===== src/rtl/oflow_mem_buffer_ctrl_pkg.sv =====
// History-frame MEM buffer sequencer: shared types and helpers.
// FSM encoding, table depth and per-N region sizing.
package oflow_mem_buffer_ctrl_pkg;

    typedef enum logic [2:0] {
        S_IDLE,
        S_WRITE,
        S_READ,
        S_DRAIN,
        S_DONE
    } state_t;

    localparam int MAX_HIST = 5;

    // Objects that fit in one frame region when the buffer is split N ways.
    function automatic logic [7:0] region_size(input logic [2:0] n);
        logic [7:0] r;
        case (n)
            3'd1:    r = 8'd128;
            3'd2:    r = 8'd64;
            3'd3:    r = 8'd42;
            3'd4:    r = 8'd32;
            3'd5:    r = 8'd25;
            default: r = 8'd0;
        endcase
        return r;
    endfunction

endpackage


===== src/rtl/oflow_mem_buffer_rd_pipe.sv =====
// Read-return tag pipe: carries valid plus tag for the buffer read latency.
// empty is low while any issued read has not yet returned.
module oflow_mem_buffer_rd_pipe #(
    parameter int LAT   = 1,
    parameter int TAG_W = 11
) (
    input  logic             clk,
    input  logic             reset,
    input  logic             in_valid,
    input  logic [TAG_W-1:0] in_tag,
    output logic             out_valid,
    output logic [TAG_W-1:0] out_tag,
    output logic             empty
);

    logic [LAT-1:0] vld_q;
    logic [TAG_W-1:0] tag_q [LAT];

    // Shift valid and tag one stage per cycle.
    always_ff @(posedge clk or posedge reset) begin
        if (reset) begin
            vld_q <= '0;
            tag_q <= '{default: '0};
        end else begin
            vld_q[0] <= in_valid;
            tag_q[0] <= in_tag;
            for (int i = 1; i < LAT; i++) begin
                vld_q[i] <= vld_q[i-1];
                tag_q[i] <= tag_q[i-1];
            end
        end
    end

    assign out_valid = vld_q[LAT-1];
    assign out_tag   = tag_q[LAT-1];
    assign empty     = ~|vld_q;

endmodule


===== src/rtl/oflow_mem_buffer_ctrl.sv =====
// Per-frame sequencer for the two-port history-frame MEM buffer.
// Writes the new frame pairwise, streams history newest first, bumps frame.
module oflow_mem_buffer_ctrl
    import oflow_mem_buffer_ctrl_pkg::*;
#(
    parameter int DATA_WIDTH                  = 32,
    parameter int OFFSET_WIDTH                = 7,
    parameter int TOTAL_FRAME_NUM_WIDTH       = 8,
    parameter int NUM_OF_HISTORY_FRAMES_WIDTH = 3,
    parameter int MEM_RD_LAT                  = 1
) (
    input  logic                             clk,
    input  logic                             reset,
    input  logic                             start,
    input  logic [NUM_OF_HISTORY_FRAMES_WIDTH-1:0] num_of_history_frames,
    input  logic [OFFSET_WIDTH-1:0]          obj_count,
    input  logic                             wr_valid,
    output logic                             wr_ready,
    input  logic [DATA_WIDTH-1:0]            wr_data_0,
    input  logic [DATA_WIDTH-1:0]            wr_data_1,
    output logic                             rd_valid,
    output logic [DATA_WIDTH-1:0]            rd_data_0,
    output logic [DATA_WIDTH-1:0]            rd_data_1,
    output logic [NUM_OF_HISTORY_FRAMES_WIDTH-1:0] rd_hist_depth,
    output logic [OFFSET_WIDTH-1:0]          rd_offset,
    output logic                             rd_pair,
    output logic [TOTAL_FRAME_NUM_WIDTH-1:0] frame_num,
    output logic                             busy,
    output logic                             done,
    output logic                             cfg_err,
    output logic [TOTAL_FRAME_NUM_WIDTH-1:0] mem_frame_num,
    output logic [OFFSET_WIDTH-1:0]          mem_offset_0,
    output logic [OFFSET_WIDTH-1:0]          mem_offset_1,
    output logic                             mem_csb_0,
    output logic                             mem_csb_1,
    output logic                             mem_we,
    output logic                             mem_oeb,
    output logic [DATA_WIDTH-1:0]            mem_data_in_0,
    output logic [DATA_WIDTH-1:0]            mem_data_in_1,
    input  logic [DATA_WIDTH-1:0]            mem_data_out_0,
    input  logic [DATA_WIDTH-1:0]            mem_data_out_1
);

    localparam int OW = OFFSET_WIDTH;
    localparam int FW = TOTAL_FRAME_NUM_WIDTH;
    localparam int HW = NUM_OF_HISTORY_FRAMES_WIDTH;
    localparam int TW = HW + OW + 1;
    localparam logic [OW:0] P_ONE = (OW+1)'(1);
    localparam logic [OW:0] P_TWO = (OW+1)'(2);

    state_t          state_q, state_d;
    logic [FW-1:0]   frame_num_q;
    logic [HW-1:0]   fs_q, n_q, rd_k_q;
    logic [OW-1:0]   cnt_q;
    logic [OW:0]     wr_ptr_q, rd_ptr_q;
    logic [OW-1:0]   count_q [MAX_HIST];
    logic            cfg_err_q;

    logic [7:0]      region;
    logic            n_bad, n_mis, clamp, start_err, accept;
    logic [OW-1:0]   cnt_in;
    logic [2:0]      acc_idx, wr_idx, rd_idx;
    logic            wr_fire, wr_last, wr_odd;
    logic [OW:0]     wr_ptr_p1, wr_ptr_p2, rd_ptr_p1, rd_ptr_p2;
    logic [HW-1:0]   n_m1, k_max;
    logic            k_done;
    logic [FW-1:0]   rd_frame;
    logic [OW-1:0]   rd_cnt;
    logic            rd_issue, rd_pair_iss, k_adv;
    logic            pipe_valid, pipe_empty;
    logic [TW-1:0]   pipe_tag;

    assign region    = region_size(num_of_history_frames);
    assign n_bad     = (num_of_history_frames == '0) ||
                       (num_of_history_frames > HW'(MAX_HIST));
    assign n_mis     = (frame_num_q != '0) && (num_of_history_frames != n_q);
    assign clamp     = 32'(obj_count) > 32'(region);
    assign start_err = (state_q == S_IDLE) && start && (n_bad || n_mis || clamp);
    assign accept    = (state_q == S_IDLE) && start && !n_bad && !n_mis;
    assign cnt_in    = clamp ? OW'(region) : obj_count;
    assign acc_idx   = 3'(frame_num_q % FW'(num_of_history_frames));
    assign wr_idx    = 3'(frame_num_q % FW'(n_q));

    assign wr_ptr_p1 = wr_ptr_q + P_ONE;
    assign wr_ptr_p2 = wr_ptr_q + P_TWO;
    assign wr_fire   = (state_q == S_WRITE) && wr_valid;
    assign wr_last   = wr_ptr_p2 >= {1'b0, cnt_q};
    assign wr_odd    = wr_ptr_p1 == {1'b0, cnt_q};

    assign n_m1      = n_q - HW'(1);
    assign k_max     = (fs_q < n_m1) ? fs_q : n_m1;
    assign k_done    = rd_k_q > k_max;
    assign rd_frame  = frame_num_q - FW'(rd_k_q);
    assign rd_idx    = 3'(rd_frame % FW'(n_q));
    assign rd_cnt    = count_q[rd_idx];
    assign rd_ptr_p1 = rd_ptr_q + P_ONE;
    assign rd_ptr_p2 = rd_ptr_q + P_TWO;
    assign rd_issue  = (state_q == S_READ) && !k_done &&
                       (rd_ptr_q < {1'b0, rd_cnt});
    assign rd_pair_iss = rd_ptr_p1 < {1'b0, rd_cnt};
    assign k_adv     = (state_q == S_READ) && !k_done &&
                       (rd_ptr_p2 >= {1'b0, rd_cnt});

    // State register.
    always_ff @(posedge clk or posedge reset) begin
        if (reset) state_q <= S_IDLE;
        else       state_q <= state_d;
    end

    // Next state and buffer controls; controls are idle unless a beat or read fires.
    always_comb begin
        state_d       = state_q;
        wr_ready      = 1'b0;
        done          = 1'b0;
        mem_frame_num = '0;
        mem_offset_0  = '0;
        mem_offset_1  = '0;
        mem_csb_0     = 1'b1;
        mem_csb_1     = 1'b1;
        mem_we        = 1'b0;
        mem_oeb       = 1'b1;
        mem_data_in_0 = '0;
        mem_data_in_1 = '0;
        unique case (state_q)
            S_IDLE: begin
                if (accept) state_d = (cnt_in == '0) ? S_READ : S_WRITE;
            end
            S_WRITE: begin
                wr_ready = 1'b1;
                if (wr_fire) begin
                    mem_we        = 1'b1;
                    mem_frame_num = frame_num_q;
                    mem_offset_0  = wr_ptr_q[OW-1:0];
                    mem_offset_1  = wr_ptr_p1[OW-1:0];
                    mem_csb_0     = 1'b0;
                    mem_csb_1     = wr_odd;
                    mem_data_in_0 = wr_data_0;
                    mem_data_in_1 = wr_data_1;
                    if (wr_last) state_d = S_READ;
                end
            end
            S_READ: begin
                if (k_done) state_d = S_DRAIN;
                if (rd_issue) begin
                    mem_oeb       = 1'b0;
                    mem_frame_num = rd_frame;
                    mem_offset_0  = rd_ptr_q[OW-1:0];
                    mem_offset_1  = rd_ptr_p1[OW-1:0];
                    mem_csb_0     = 1'b0;
                    mem_csb_1     = !rd_pair_iss;
                end
            end
            S_DRAIN: begin
                if (pipe_empty) state_d = S_DONE;
            end
            S_DONE: begin
                done    = 1'b1;
                state_d = S_IDLE;
            end
            default: state_d = S_IDLE;
        endcase
    end

    // Frame bookkeeping: latch config, walk pointers, commit count, advance frame.
    always_ff @(posedge clk or posedge reset) begin
        if (reset) begin
            frame_num_q <= '0;
            fs_q        <= '0;
            n_q         <= '0;
            cnt_q       <= '0;
            wr_ptr_q    <= '0;
            rd_ptr_q    <= '0;
            rd_k_q      <= '0;
            cfg_err_q   <= 1'b0;
            count_q     <= '{default: '0};
        end else begin
            cfg_err_q <= start_err;
            if (accept) begin
                n_q      <= num_of_history_frames;
                cnt_q    <= cnt_in;
                wr_ptr_q <= '0;
                rd_ptr_q <= '0;
                rd_k_q   <= HW'(1);
                if (cnt_in == '0) count_q[acc_idx] <= '0;
            end
            if (wr_fire) begin
                wr_ptr_q <= wr_ptr_p2;
                if (wr_last) count_q[wr_idx] <= cnt_q;
            end
            if (rd_issue) rd_ptr_q <= rd_ptr_p2;
            if (k_adv) begin
                rd_k_q   <= rd_k_q + HW'(1);
                rd_ptr_q <= '0;
            end
            if (state_q == S_DONE) begin
                frame_num_q <= frame_num_q + FW'(1);
                if (frame_num_q == '1)   fs_q <= '0;
                else if (fs_q < n_m1)    fs_q <= fs_q + HW'(1);
                else                     fs_q <= n_m1;
            end
        end
    end

    oflow_mem_buffer_rd_pipe #(
        .LAT   (MEM_RD_LAT),
        .TAG_W (TW)
    ) u_rd_pipe (
        .clk       (clk),
        .reset     (reset),
        .in_valid  (rd_issue),
        .in_tag    ({rd_k_q, rd_ptr_q[OW-1:0], rd_pair_iss}),
        .out_valid (pipe_valid),
        .out_tag   (pipe_tag),
        .empty     (pipe_empty)
    );

    assign rd_valid = pipe_valid;
    assign {rd_hist_depth, rd_offset, rd_pair} = pipe_tag;
    assign rd_data_0 = pipe_valid ? mem_data_out_0 : '0;
    assign rd_data_1 = (pipe_valid && pipe_tag[0]) ? mem_data_out_1 : '0;
    assign frame_num = frame_num_q;
    assign busy      = (state_q != S_IDLE);
    assign cfg_err   = cfg_err_q;

endmodule


===== config.mk =====
export PLATFORM = sky130hd
export DESIGN_NAME = oflow_mem_buffer_ctrl
export DESIGN_NICKNAME = d
export VERILOG_FILES = /design/src/rtl/oflow_mem_buffer_ctrl_pkg.sv /design/src/rtl/oflow_mem_buffer_rd_pipe.sv /design/src/rtl/oflow_mem_buffer_ctrl.sv
export SDC_FILE = /design/constraint.sdc
export NUM_CORES = 1
export LEC_CHECK = 0
export ABC_AREA = 1
export CORE_MARGIN = 3
export CORE_UTILIZATION = 52
export DETAILED_ROUTE_END_ITERATION = 16
export PLACE_DENSITY = 0.95
export REMOVE_ABC_BUFFERS = 1
export SETUP_SLACK_MARGIN = 0.3
export SYNTH_ARGS = -nofsm -noshare
export SYNTH_HDL_FRONTEND = slang
export SYNTH_SLANG_ARGS = --single-unit

===== constraint.sdc =====
create_clock -name clk -period 42.8 [get_ports clk]
set_clock_uncertainty 0.05 [all_clocks]
set_input_delay 8.56 -clock clk [delete_from_list [all_inputs] [get_ports clk]]
set_output_delay 8.56 -clock clk [all_outputs]
set_load 0.05 [all_outputs]

==> results.cfg, run 1 <==
[status]
status = complete, no violations

[global_routing]
use_met3_pct = 7.50
grt_overflow = 0
grt_max_degree = 90
met2_usage_pct = 53.6
use_met1_pct = 35.7
grt_pass1_wl_um = 50700
grt_pass1_vias = 10600
grt_antenna_before_repair = 1
grt-busiest-layer = met2
grt_use_total_pct = 30.5

[clocking]
cts_root_buffer = clkbuf_16
clock_latency_ns = 0.35
cts_sinks = 88
cts_buffers = 9
cts_tree = built
clkTransAtPathRegs_ns = 0.07
post_cts_buffers = 0
cts_max_level = 3
postCtsHoldBufs = 0
cts_buffer_depth = 2
ctsResizeCount = 0

[critical_path]
cp-start-kind = register
slowest_stage = clkdlybuf4s50_1
crit_type = reg -> out
r2r_slack_ns = 28.74
cp_common_cell = nand2_1
timing.rr.start = frame_num[2]
critPathRequiredTime_ns = 34.19
critPathMaxFanout = 15
end_kind = output pin
r2r-end = rd_ptr_q[4]
cp.arrival_ns = 15.11
slowest_delay_ns = 0.84
ff2ff_path_depth = 74

[sta]
rsz0062_at_grt = no
final-hold-violation-count = 0
finalMaxSlewViolations = 0
finalSetupViolations = 0
tightestPinTransition_ns = 1.05
finalCriticalPeriod_ns = 23.72
min_period_over_period_pct = 55.4
fmax_mhz = 42.2
fin_tns_setup_ns = 0
slew-limit-headroom_pct = 29.9

[logic_synthesis]
synth_seq_cells = 88
synth_edf_count = 0
async_reset_ff_share_pct = 100
synth_area_per_cell_um2 = 6.57
synth_top_area_share_pct = 22.6
yosys.area.top_type = dfrtp_1
ys_seq_area_share_pct = 22.6
yosys_most_used_dff = dfrtp_1
synth_area_leaders = dfrtp_1 (23%), ha_1 (14%), inv_1 (11%)
syn_inst = 1482
yosys_warnings = 0
synth_area_um2 = 9740
ys_types = 61

[route]
vias = 11100
firstDrtPassIters = 6
detail_route.wl_per_cell_um = 16.1
wirelength_um = 32400
drt_iter0_markers = 1127
via_per_inst = 5.51
drc = 0
ant_nets = 0

[layout]
layout_commonest_cell = clkdlybuf4s50_1
diodes = 0
layout_common_cells = clkdlybuf4s50_1 (317), inv_1 (282), nand2_1 (263)
postLayoutCoreUtil_pct = 73.2
fillers = 1312
instances_no_fill = 2008
drive_above_1_share_pct = 6.07
syn_to_final_growth_pct = 36.7
fin_nets = 2029

[floorplan]
pin_count = 320
initial_utilization_pct = 53.5
rows = 49
core_area_um2 = 18200
die_x_um = 143
die_area_um2 = 20400
die_h_um = 143

[job]
cap_viol_max_count = 0

[min_path]
hold_path.class = reg -> reg
hold_path_end = u_rd_pipe.out_tag[10]
whs_path_depth = 0
min_from = rd_k_q[2]

[place]
gp_congestion = 0.930
hpwl_um = 25400
dp_cells = 1992
io_buffers = 317
## cells by family (layout without fill, tap and decap cells)
family / Yosys count / count (layout) / synth area share (%)
flops: 88 / 88 / 22.6
fa+ha+maj: 113 / 113 / 14.8
compound gates: 248 / 248 / 14.8
buf+inv: 337 / 633 / 13.5
xor+xnor: 47 / 47 / 4.23
simple gates: 648 / 648 / 30.0
other cells: 1 / 2 / 0.0385
## worst max-delay path: cells and delay by family (launching register included)
family / cells / cell delay (ns)
AND/OR/NAND/NOR: 35 / 5.41
AO/OA/AOI/OAI: 19 / 3.81
adder cells (fa/ha/maj): 10 / 3.16
buffers and inverters: 11 / 1.89
flip-flops: 1 / 0.48
## Yosys cell counts, drive strengths merged (11+ instances only)
master	count
inv	293
nand2	287
nor2	188
o21ai	144
ha	109
nand3	108
dfrtp	88
a21oi	43
xor2	36
clkbuf	32
o22ai	22
nor3	20
nand4	16
or2	14
buf	11
xnor2	11
## registers in the layout, summed over array words and instances (netlist names)
register / cells
cfg_err: 1
cnt_q: 7
count_q: 35
frame_num: 8
fs_q: 3
n_q: 3
rd_k_q: 3
rd_ptr_q: 7
state_q: 3
u_rd_pipe.out_tag: 10
u_rd_pipe.out_valid: 1
wr_ptr_q: 7
## routing by layer
| layer | part of all wire [%] | up-vias |
|---|---|---|
| met3 | 9.5 | 103 |
| met4 | 3.8 | 2 |
| li1 | - | 5330 |
| met2 | 49 | 613 |
| met5 | 0.040 | - |
| met1 | 37 | 5014 |
## final cells by class
type | instances | area, µm² | share of cell area, %
Inverter | 294 | 1110 | 8.32
Tap cell | 229 | 287 | 2.15
Sequential cell | 88 | 2200 | 16.5
Multi-Input combinational cell | 1058 | 6230 | 46.8
Clock inverter | 5 | 32.5 | 0.244
Timing Repair Buffer | 323 | 3220 | 24.2
Clock buffer | 11 | 243 | 1.82
## stage by stage
stage	setup WS, ns	cell area (µm²)	hold WS (ns)
final	19.08	13300	0.434
after global routing	17.73	13300	0.453
after CTS	19.31	13300	0.432
after detailed placement	19.70	13000	0.420
after global placement	20.67	13000	0.399
after floorplan	21.33	9540	0.372
## worst max-delay path by stage
stage,endpoint,slack (ns),depth (start not counted),from
final,mem_offset_1[3],19.08,75,frame_num[2]
after global routing,mem_offset_1[3],17.73,76,frame_num[2]
after CTS,mem_offset_1[3],19.31,75,frame_num[2]
after detailed placement,mem_offset_1[3],19.70,74,frame_num[0]
after global placement,mem_offset_0[6],20.67,75,frame_num[2]
after floorplan,mem_frame_num[0],21.33,73,frame_num[2]
Power of run 1 is not shown: default switching activity piles up to over one toggle a cycle in this logic, so the estimate is an artifact.
==> run 2, diff against run 1 <==
CORE_UTILIZATION = 48   (was 52)
PLACE_DENSITY = 0.9   (was 0.95)
clock period = 22 ns   (was 42.8 ns; I/O delays follow)
==> run 2 against run 1 <==
Setup slack got worse by 17 ns. Core utilization fell by 5.2 points. Cell count rose by 1.8%. Clock-buffer cell count increased by 1. Die area increased by 8.0%. Via count shrank 0.50%. Non-clock buffer count unchanged. Register-to-register slack got worse by 21 ns. Design area is 0.53% higher. Critical path type unchanged. Highest routed layer is now met4.
==> results.cfg, run 2 (same netlist as run 1, synthesis figures left out) <==
[status]
status = complete, no violations

[critical_path]
ff2ff_path_depth = 74
endpoint = mem_offset_1[6]
slowest_delay_ns = 0.84
slowest_stage = clkdlybuf4s50_1
cp.arrival_ns = 15.14
critPathRequiredTime_ns = 17.55
crit_type = reg -> out
cp_common_cell = nand2_1
critPathLaunch = frame_num[2]
cp-start-kind = register
timing.rr.start = frame_num[2]
r2r_slack_ns = 7.89
critPathMaxFanout = 15
r2r-end = rd_ptr_q[2]
end_kind = output pin

[layout]
fin_nets = 2029
regMostFlops = count_q
design_area_um2 = 13400
seq_area_um2 = 2200
multi_input_area_um2 = 6230
layout_commonest_cell = clkdlybuf4s50_1
largest_reg_flops = 35
drive_above_1_share_pct = 6.01
syn_to_final_growth_pct = 37.5
layout_common_cells = clkdlybuf4s50_1 (317), inv_1 (282), nand2_1 (263)
diodes = 0
fillers = 1549

[floorplan]
core_area_um2 = 19700
die_area_um2 = 22000
pin_count = 320
rows = 51
die_x_um = 148
die_h_um = 148
initial_utilization_pct = 49.4

[place]
gp_congestion = 0.936
placed_area_um2 = 13100
hpwl_um = 25500
io_buffers = 317

[global_routing]
grt_use_total_pct = 27.7
grt_pass1_wl_um = 50600
grt_pass1_vias = 10700
grt_antenna_before_repair = 0
grt_max_degree = 90
grt_overflow = 0

[route]
vias = 11000
drc = 0
firstDrtPassIters = 9
detail_route.wl_per_cell_um = 15.4
ant_nets = 0
via_per_inst = 5.39
wirelength_um = 31500
drt_iter0_markers = 838

[clocking]
postCtsHoldBufs = 0
cts_root_buffer = clkbuf_16
ctsResizeCount = 0
cts_tree = built
cts_max_level = 3
clock_latency_ns = 0.35
clkTransAtPathRegs_ns = 0.07
cts_buffer_depth = 2
cts_sinks = 88
cts_buffers = 9
post_cts_buffers = 0

[sta]
slew-limit-headroom_pct = 32.8
rsz0062_at_grt = no
finalCriticalPeriod_ns = 19.59
fin_tns_setup_ns = 0
finalSetupViolations = 0
final-hold-violation-count = 0
fmax_mhz = 51.0
finalMaxSlewViolations = 0
hold_slack_ns = 0.421
tightestPinTransition_ns = 1.01
min_period_over_period_pct = 89.1

[min_path]
hold_path.class = reg -> reg

[job]
cap_viol_max_count = 0
[run 2: changes by cell type in the layout (fill, tap and decap cells not counted), sizes merged]
cell	delta
clkinv	-1
clkinvlp	-1
bufinv	+1
clkbuf	+1
[run 2: per-layer routing]
metal	wire (µm)	track usage [%]	vias up	share of wire (%)
met5	0	0	-	0
met4	758	10.0	0	2.4
met3	2800	6.09	59	8.9
met2	16000	50.2	478	51
met1	12000	31.8	5136	38
li1	-	-	5334	-
[run 2: how the worst min path moves through the flow]
stage / from / endpoint / slack (ns) / cells past startpoint
after floorplan: rd_k_q[0] / u_rd_pipe.out_tag[8] / 0.37 / 0
after global placement: rd_k_q[2] / u_rd_pipe.out_tag[10] / 0.40 / 0
after detailed placement: rd_k_q[1] / u_rd_pipe.out_tag[9] / 0.41 / 0
after CTS: rd_k_q[1] / u_rd_pipe.out_tag[9] / 0.42 / 0
after global routing: rd_k_q[1] / u_rd_pipe.out_tag[9] / 0.44 / 0
final: rd_k_q[1] / u_rd_pipe.out_tag[9] / 0.42 / 0
[run 2: area by class of cell]
| class | count | share of cell area (%) |
|---|---|---|
| tap | 265 | 2.48 |
| clock buffer | 12 | 1.84 |
| sequential | 88 | 16.4 |
| timing repair buffer | 323 | 24.0 |
| multi-input combinational | 1058 | 46.5 |
| clock inverter | 4 | 0.402 |
| inverter | 294 | 8.28 |
[run 2: per-stage QoR]
step	cells	util [%]	setup slack (ns)
after floorplan	1440	-	4.69
after global placement	2028	66.4	4.00
after detailed placement	2028	66.4	3.06
after CTS	2044	67.9	2.66
after global routing	2044	67.9	1.24
final	2044	67.9	2.41
[run 2: critical path: cells and delay by family, from the launching register on]
| family | cells | cell delay (ns) |
|---|---|---|
| adders and majority gates | 10 | 3.19 |
| and+or+nand+nor | 35 | 5.36 |
| buffers and inverters | 11 | 1.86 |
| AOI/OAI and AO/OA | 19 | 3.85 |
| DFF | 1 | 0.48 |
Power of run 2 is left out for the same reason.
